===== config.mk =====
export PLATFORM = sky130hd
export DESIGN_NAME = stream_rr_arbiter
export DESIGN_NICKNAME = d
export VERILOG_FILES = /design/src/rtl/stream_rr_arbiter.sv
export SDC_FILE = /design/constraint.sdc
export NUM_CORES = 1
export LEC_CHECK = 0
export ABC_AREA = 1
export CORE_MARGIN = 8
export CORE_UTILIZATION = 44
export DETAILED_ROUTE_END_ITERATION = 16
export GPL_ROUTABILITY_DRIVEN = 0
export GPL_TIMING_DRIVEN = 1
export MAX_ROUTING_LAYER = met4
export PLACE_DENSITY = 0.77
export SETUP_SLACK_MARGIN = 0.4
export SYNTH_ARGS = -nofsm -noshare
export SYNTH_HDL_FRONTEND = slang
export SYNTH_SLANG_ARGS = --single-unit
export TNS_END_PERCENT = 10

===== constraint.sdc =====
create_clock -name clk -period 1.2 [get_ports clk]
set_clock_uncertainty 0.05 [all_clocks]
set_input_delay 0.24 -clock clk [delete_from_list [all_inputs] [get_ports clk]]
set_output_delay 0.24 -clock clk [all_outputs]
set_load 0.01 [all_outputs]

===== src/rtl/stream_rr_arbiter.sv =====
`default_nettype none
// ============================================================================
// Module   : stream_rr_arbiter
// Summary  : Round-robin arbiter that shares one valid/ready stream sink among
//            NUM_REQ requesters. A grant is held for up to MAX_BURST beats.
//            Beats pass through one output register and carry their source
//            index.
// Revision : 1.0 - initial release
// ============================================================================
module stream_rr_arbiter #(
   parameter int NUM_REQ    = 4,
   parameter int DATA_WIDTH = 8,
   parameter int MAX_BURST  = 4
) (
   input  logic                          clk,
   input  logic                          reset_n,
   input  logic [NUM_REQ-1:0]            in_valid,
   output logic [NUM_REQ-1:0]            in_ready,
   input  logic [NUM_REQ*DATA_WIDTH-1:0] in_data,
   output logic                          out_valid,
   input  logic                          out_ready,
   output logic [DATA_WIDTH-1:0]         out_data,
   output logic [$clog2(NUM_REQ)-1:0]    out_src,
   output logic                          busy,
   output logic [15:0]                   beat_count
);

   localparam int               IDX_W     = $clog2(NUM_REQ);
   localparam logic [7:0]       LAST_BEAT = 8'(MAX_BURST - 1);
   localparam logic [IDX_W-1:0] LAST_IDX  = IDX_W'(NUM_REQ - 1);

   typedef enum logic [0:0] {
      ST_IDLE  = 1'b0,
      ST_GRANT = 1'b1
   } state_t;

   state_t                  state;
   state_t                  state_nxt;
   logic [1:0]              rst_sync;
   logic                    rst_n;
   logic [IDX_W-1:0]        grant;
   logic [IDX_W-1:0]        last_grant;
   logic [7:0]              burst_cnt;
   logic                    out_free;
   logic                    xfer;
   logic                    release_grant;
   logic                    arb_found;
   logic [IDX_W-1:0]        arb_idx;
   logic [DATA_WIDTH-1:0]   sel_data;

   // Rotating index helper: keeps the candidate inside 0..NUM_REQ-1
   function automatic logic [IDX_W-1:0] wrap_idx(input int v);
      wrap_idx = IDX_W'(v % NUM_REQ);
   endfunction

   // Reset is applied asynchronously but removed only on a clock edge
   always_ff @(posedge clk or negedge reset_n) begin
      if (!reset_n) begin
         rst_sync <= 2'b00;
      end else begin
         rst_sync <= {rst_sync[0], 1'b1};
      end
   end

   assign rst_n = rst_sync[1];

   // A new beat may enter the output register when it is empty or draining
   assign out_free = !out_valid || out_ready;
   assign xfer     = (state == ST_GRANT) && in_valid[grant] && out_free;
   assign sel_data = in_data[grant*DATA_WIDTH +: DATA_WIDTH];
   assign busy     = (state == ST_GRANT);

   // Grant ends after the last beat of a burst or when the owner drops valid
   assign release_grant = (state == ST_GRANT) &&
                          ((xfer && (burst_cnt == LAST_BEAT)) || !in_valid[grant]);

   // Round-robin search starting just after the previous owner
   always_comb begin
      arb_found = 1'b0;
      arb_idx   = '0;
      for (int k = 1; k <= NUM_REQ; k++) begin
         if (!arb_found && in_valid[wrap_idx(int'(last_grant) + k)]) begin
            arb_found = 1'b1;
            arb_idx   = wrap_idx(int'(last_grant) + k);
         end
      end
   end

   // Only the granted requester sees ready, and only when the output can take it
   always_comb begin
      in_ready = '0;
      if (state == ST_GRANT) begin
         in_ready[grant] = out_free;
      end
   end

   // State register
   always_ff @(posedge clk or negedge rst_n) begin
      if (!rst_n) begin
         state <= ST_IDLE;
      end else begin
         state <= state_nxt;
      end
   end

   // Next-state logic
   always_comb begin
      state_nxt = state;
      case (state)
         ST_IDLE: begin
            if (arb_found) begin
               state_nxt = ST_GRANT;
            end
         end
         ST_GRANT: begin
            if (release_grant) begin
               state_nxt = ST_IDLE;
            end
         end
         default: state_nxt = ST_IDLE;
      endcase
   end

   // Grant bookkeeping: owner, previous owner and beats taken in this burst
   always_ff @(posedge clk or negedge rst_n) begin
      if (!rst_n) begin
         grant      <= '0;
         last_grant <= LAST_IDX;
         burst_cnt  <= 8'd0;
      end else begin
         if ((state == ST_IDLE) && arb_found) begin
            grant     <= arb_idx;
            burst_cnt <= 8'd0;
         end else if (xfer) begin
            burst_cnt <= burst_cnt + 8'd1;
         end
         if (release_grant) begin
            last_grant <= grant;
         end
      end
   end

   // Output register and accepted-beat counter; a held beat drains on out_ready
   always_ff @(posedge clk or negedge rst_n) begin
      if (!rst_n) begin
         out_valid  <= 1'b0;
         out_data   <= '0;
         out_src    <= '0;
         beat_count <= 16'd0;
      end else begin
         if (xfer) begin
            out_valid  <= 1'b1;
            out_data   <= sel_data;
            out_src    <= grant;
            beat_count <= beat_count + 16'd1;
         end else if (out_ready) begin
            out_valid  <= 1'b0;
         end
      end
   end

endmodule
`default_nettype wire


* After elaboration in Yosys (flattened, before gate mapping) *
Cells that the tools add are included.

word-level totals
  word-level logic and storage cells = 71
  bits in registers = 42

operators by class
  bitwise logic cells = 2
  shift-type cells = 1
  eq/ne operators = 1
  add/subtract/negate cells = 6
  magnitude comparators = 6
  multiplexer cells = 28
  reduce and logical (&&, ||, !) cells = 18

operators with widths
  kind                   number
  $shiftx 32x6->8        1
  $add 16x1->16 const B  1
  $mux 8                 2
  $lt 2x3->1 const B     5
  $mux 1                 14
  $bmux 1 s2             5
  $logic_and 1x1->1      9
  $add 8x1->8 const B    1
  $eq 8x2->1 const B     1
  $mux 2                 4
  $logic_not 1->1        5
  $add 2x1->2 const B    2
  $add 2x2->2 const B    2
  $and 4x4->4            1
  $mux 4                 1
  $reduce_bool 2->1      2
  $demux 1 s2            1
  $ge 2x1->1 const B     1
  $logic_or 1x1->1       2
  $pmux 1 s2             1
  $not 1->1              1

* Logic depth before layout (Yosys ltp) *
  depth after elaboration = 15
  depth in mapped cells = 12
  depth with buffers taken out = 12

* Worst setup path after synthesis *
No wires, ideal clock.

  path kind = register to register
  from = register last_grant[1]
  to = register state (netlist: busy)
  stages on the path, launching flop included = 10
  setup slack = -0.387 ns
  data arrival time = 1.409 ns
  setup time = 0.127 ns
  data required time = 1.023 ns
  clock period less this slack = 1.587 ns
  cells stage by stage = dfstp_2 > buf_4 > inv_2 > nand2_1 > nand2_1 > o21ai_1 > nand3_1 > nand2_2 > buf_6 > o21ai_0

between the ends
  word-level cells in the longest chain between the ends = 15

RTL lines
  what                          line  source
  start, declared               42    logic [IDX_W-1:0] last_grant;
  start signal, assigned        138   last_grant <= grant;
  $add 2x1->2                   82    if (!arb_found && in_valid[wrap_idx(int'(last_grant) + k)]) begin
  $bmux 1 s2                    82
  $mux 1 (not written as such)  82
  $mux 1                        82
  $logic_not 1->1               82
  $logic_and 1x1->1             82
  $mux 1                        82
  $logic_not 1->1               82
  $logic_and 1x1->1             82
  $mux 1                        82
  $logic_not 1->1               82
  $logic_and 1x1->1             82
  $mux 1 (*)                    82
  $mux 1 (*)                    111   if (arb_found) begin
  $pmux 1 s2 (*)                109   case (state)
  named net state_nxt           38    state_t state_nxt;
  end signal, assigned          102   state <= state_nxt;
  end, declared                 37    state_t state;

Mark *: on every way through the listed nets, which the timed path passes. The rest lies on a longest branch. The select of a mux whose other input is x is not followed.
A chain may end at the register's enable or synchronous reset.

* Worst setup path after layout *
  from = register last_grant[0]
  to = register burst_cnt[7]

between the ends
  word-level cells in the longest chain between the ends = 15

RTL lines
  what                                                line  source
  $add 2x1->2                                         82
  $bmux 1 s2                                          82
  $mux 1 (not written as such)                        82
  $mux 1                                              82
  $logic_not 1->1                                     82
  $logic_and 1x1->1                                   82
  $mux 1                                              82
  $logic_not 1->1                                     82
  $logic_and 1x1->1                                   82
  $mux 1                                              82
  $logic_not 1->1                                     82
  $logic_and 1x1->1                                   82
  $mux 1 (*)                                          82
  $logic_and 1x1->1 (*)                               131   if ((state == ST_IDLE) && arb_found) begin
  $mux 8 / $reduce_bool 2->1 (equally long branches)  -
  end signal, assigned                                135   burst_cnt <= burst_cnt + 8'd1;
  end, declared                                       43    logic [7:0] burst_cnt;

Every way passes the cells marked *; elsewhere a longest branch is shown, timed or not. The select of a mux whose other input is x is not followed.

==> results_dict.tcl <==
set metrics [dict create \
    wl_per_cell_um 13.6 \
    power_density_nw_per_um2 2300 \
    post-route-period-util 1.46 \
    setup_viol 49 \
    ant_nets 0 \
    power_mw 9.55 \
    worst_setup_path_start_kind "flip-flop" \
    clkLatencyLatePin_ns 0.31 \
    hp-class "in2async" \
    ys.warnings.count 0 \
    placed_area_um2 3850 \
    violations "negative setup slack" \
    numCtsBuffers 5 \
    ioPinCount 71 \
    dieWidth_um 93.1 \
    n_antenna_cell 0 \
    synth_edf_count 0 \
    ir_drop_mv 1.51 \
    clockRootBuffer "clkbuf_8" \
    areaGrowthSynthToFinish_pct 58.7 \
    drive_above_1_share 0.347 \
    cp_max_fo 7 \
    wl_um 7770 \
    fin_setup_tns_ns -14.34 \
    max_freq_ghz 0.569 \
    post-route-util 0.713 \
    grt_usage 0.188 \
    antenna_found_initial 0 \
    grt_pass1_vias 3021 \
    yosysTopAreaCellShare 0.383 \
    power_leakage_nw 2.07 \
    layout.cells.non_filler 570 \
    synthArstFlopShare 1.00 \
    cts_buffer_depth 2 \
    worstSetupEndpointType "flip-flop" \
    seq_area_frac_synth 0.403 \
    postSynthCellCount 354 \
    grt_max_degree 41 \
    crit_arrival_ns 1.95 \
    multi_input_area_um2 1440 \
    fin_nets 535 \
    rows 28 \
    synth.distinct_cells 33 \
    dr.pass1.iters 4 \
    synth_largest_area_cell "dfrtp_1" \
    synth_seq_cells 42 \
    hold_violations 0 \
    crit_required_ns 1.39 \
    slew_viol_final 0 \
    initial_core_util 0.449 \
    path_clk_slew_ns 0.09 \
    seqCellArea_um2 1060 \
    rsz0062_at_grt "true" \
    viasPerCell 4.96 \
    syn_area_um2 2610 \
    vias 2825 \
    die-height_um 93.1 \
    dieArea_um2 8660 \
    cap_violations 0 \
    period_minus_slack_ns 1.76 \
    h-tree-depth 2 \
    grt_pass1_wl_um 13200 \
    syn_area_per_cell_um2 7.38 \
    coreArea_um2 5820 \
    port_buffers 70 \
    hpwl_um 5720 \
    placed_cells 553 \
    first_iter_violations 145 \
    ys.flop_type "dfrtp_1" \
    final_cell_area_um2 4150 \
    fillers 465 \
    setup_slack_ns -0.557 \
    overflow 0 \
    synth.area.top_cells "dfrtp_1 (38%), nand2_1 (16%), nand3_1 (8.4%)" \
    outcome "finished, violations left" \
    numClockSinks 42 \
    synth_fp_nets 395 \
    critical_path_class "reg2reg" \
    cts_tree "done" \
    route.detailed.drc 0 \
]
## kinds of logic after synthesis
logic type / synth area share
compound gates: 0.0407
xor+xnor: 0.0469
fa+ha+maj: 0.00957
buf+inv: 0.0938
flops: 0.403
other cells: 0.00143
simple gates: 0.404
## layer usage
layer,part of all wire,up-vias,wire [um],GRT usage
met5,0,-,0,-
met4,0.023,0,180,0.0658
met3,0.053,18,413,0.0465
met2,0.48,91,3750,0.319
met1,0.44,1292,3420,0.210
li1,-,1424,-,-
## worst paths after layout
path	from	end	slack [ns]	cells after the start
max in group asynchronous	rst_sync[1]$_DFF_PN0_	last_grant[1]$_DFFE_PN1P_	0.62	1
hold reg to reg	rst_sync[1]$_DFF_PN0_	beat_count[2]$_DFFE_PN0P_	0.21	1
setup reg to reg	last_grant[0]$_DFFE_PN1P_	burst_cnt[7]$_DFFE_PN0P_	-0.56	11
setup / recovery	last_grant[0]$_DFFE_PN1P_	burst_cnt[7]$_DFFE_PN0P_	-0.56	11
hold / removal	reset_n	rst_sync[1]$_DFF_PN0_	0.05	1
min in group clk	rst_sync[0]$_DFF_PN0_	rst_sync[1]$_DFF_PN0_	0.33	0
## sequential cells by signal, summed over array words and instances, names as in the netlist, 2 cells and up
signal      flops
grant           2
burst_cnt       8
out_data        8
last_grant      2
rst_sync        2
out_src         2
beat_count     16
## worst max-delay path: stages (launching register included)
cell,delay (ns)
dfstp_2,0.64
inv_4,0.08
nand2_1,0.10
nand2_2,0.08
nand2_2,0.09
nand2_4,0.06
nor2_4,0.11
nand3_4,0.11
nand2_4,0.12
buf_6,0.10
nand3b_1,0.07
nand2_1,0.07
## cell type report
type / count / share of cell area
timing repair buffer: 145 / 0.304
sequential: 42 / 0.255
multi-input combinational: 261 / 0.347
clock buffer: 5 / 0.0166
inverter: 39 / 0.0383
clock inverter: 3 / 0.0166
tap: 75 / 0.0226
## synthesized netlist by cell type (3+ instances only)
master    count
nand4_1      19
inv_1        35
buf_6         4
nand2_2       4
xor2_1       12
nand3_1      44
nor2_2        3
o21ai_0       7
clkbuf_1      3
nand2_1     111
dfrtp_1      40
nor2_1       18
o21ai_1      11
nor3_1       12
nand3b_1      3
buf_2         4
## repair_timing
| item | 4_1_cts | 5_1_grt |
|---|---|---|
| gates resized for setup | 152 | 35 |
| setup buffers | 7 | 1 |
| cloned | 1 | 0 |
| endpoints found under the setup margin | 72 | 72 |
| hold buffers | 0 | 0 |
| pin swaps | 5 | 11 |
## cell usage in the layout, fill, tap and decap left out, types with 4 or more instances in the layout
cell type / n
nand2_1: 95
buf_4: 64
nand3_1: 42
clkdlybuf4s50_1: 38
dfrtp_1: 37
inv_1: 28
buf_6: 24
nand4_1: 19
nor2_1: 17
nand2_2: 16
buf_2: 16
o21ai_1: 13
xor2_1: 12
nor3_1: 9
inv_2: 8
nand2_4: 7
clkbuf_8: 5
nor2_2: 4
nor3_2: 4
## where the power goes
group | internal (mW) | switching, mW | total [mW]
logic | 2.75 | 3.10 | 5.85
clock network | 0.834 | 0.522 | 1.36
registers | 1.89 | 0.452 | 2.35
total | 5.48 | 4.07 | 9.55
## metrics by stage
step / worst slack, ns / hold WS [ns]
2_1_floorplan: -0.362 / -0.106
3_3_place_gp: -0.763 / 0.194
3_5_place_dp: -0.757 / 0.211
4_1_cts: -0.504 / 0.0393
5_1_grt: -0.667 / 0.0492
6_report: -0.557 / 0.0486
Power figures use the tool's default switching activity.
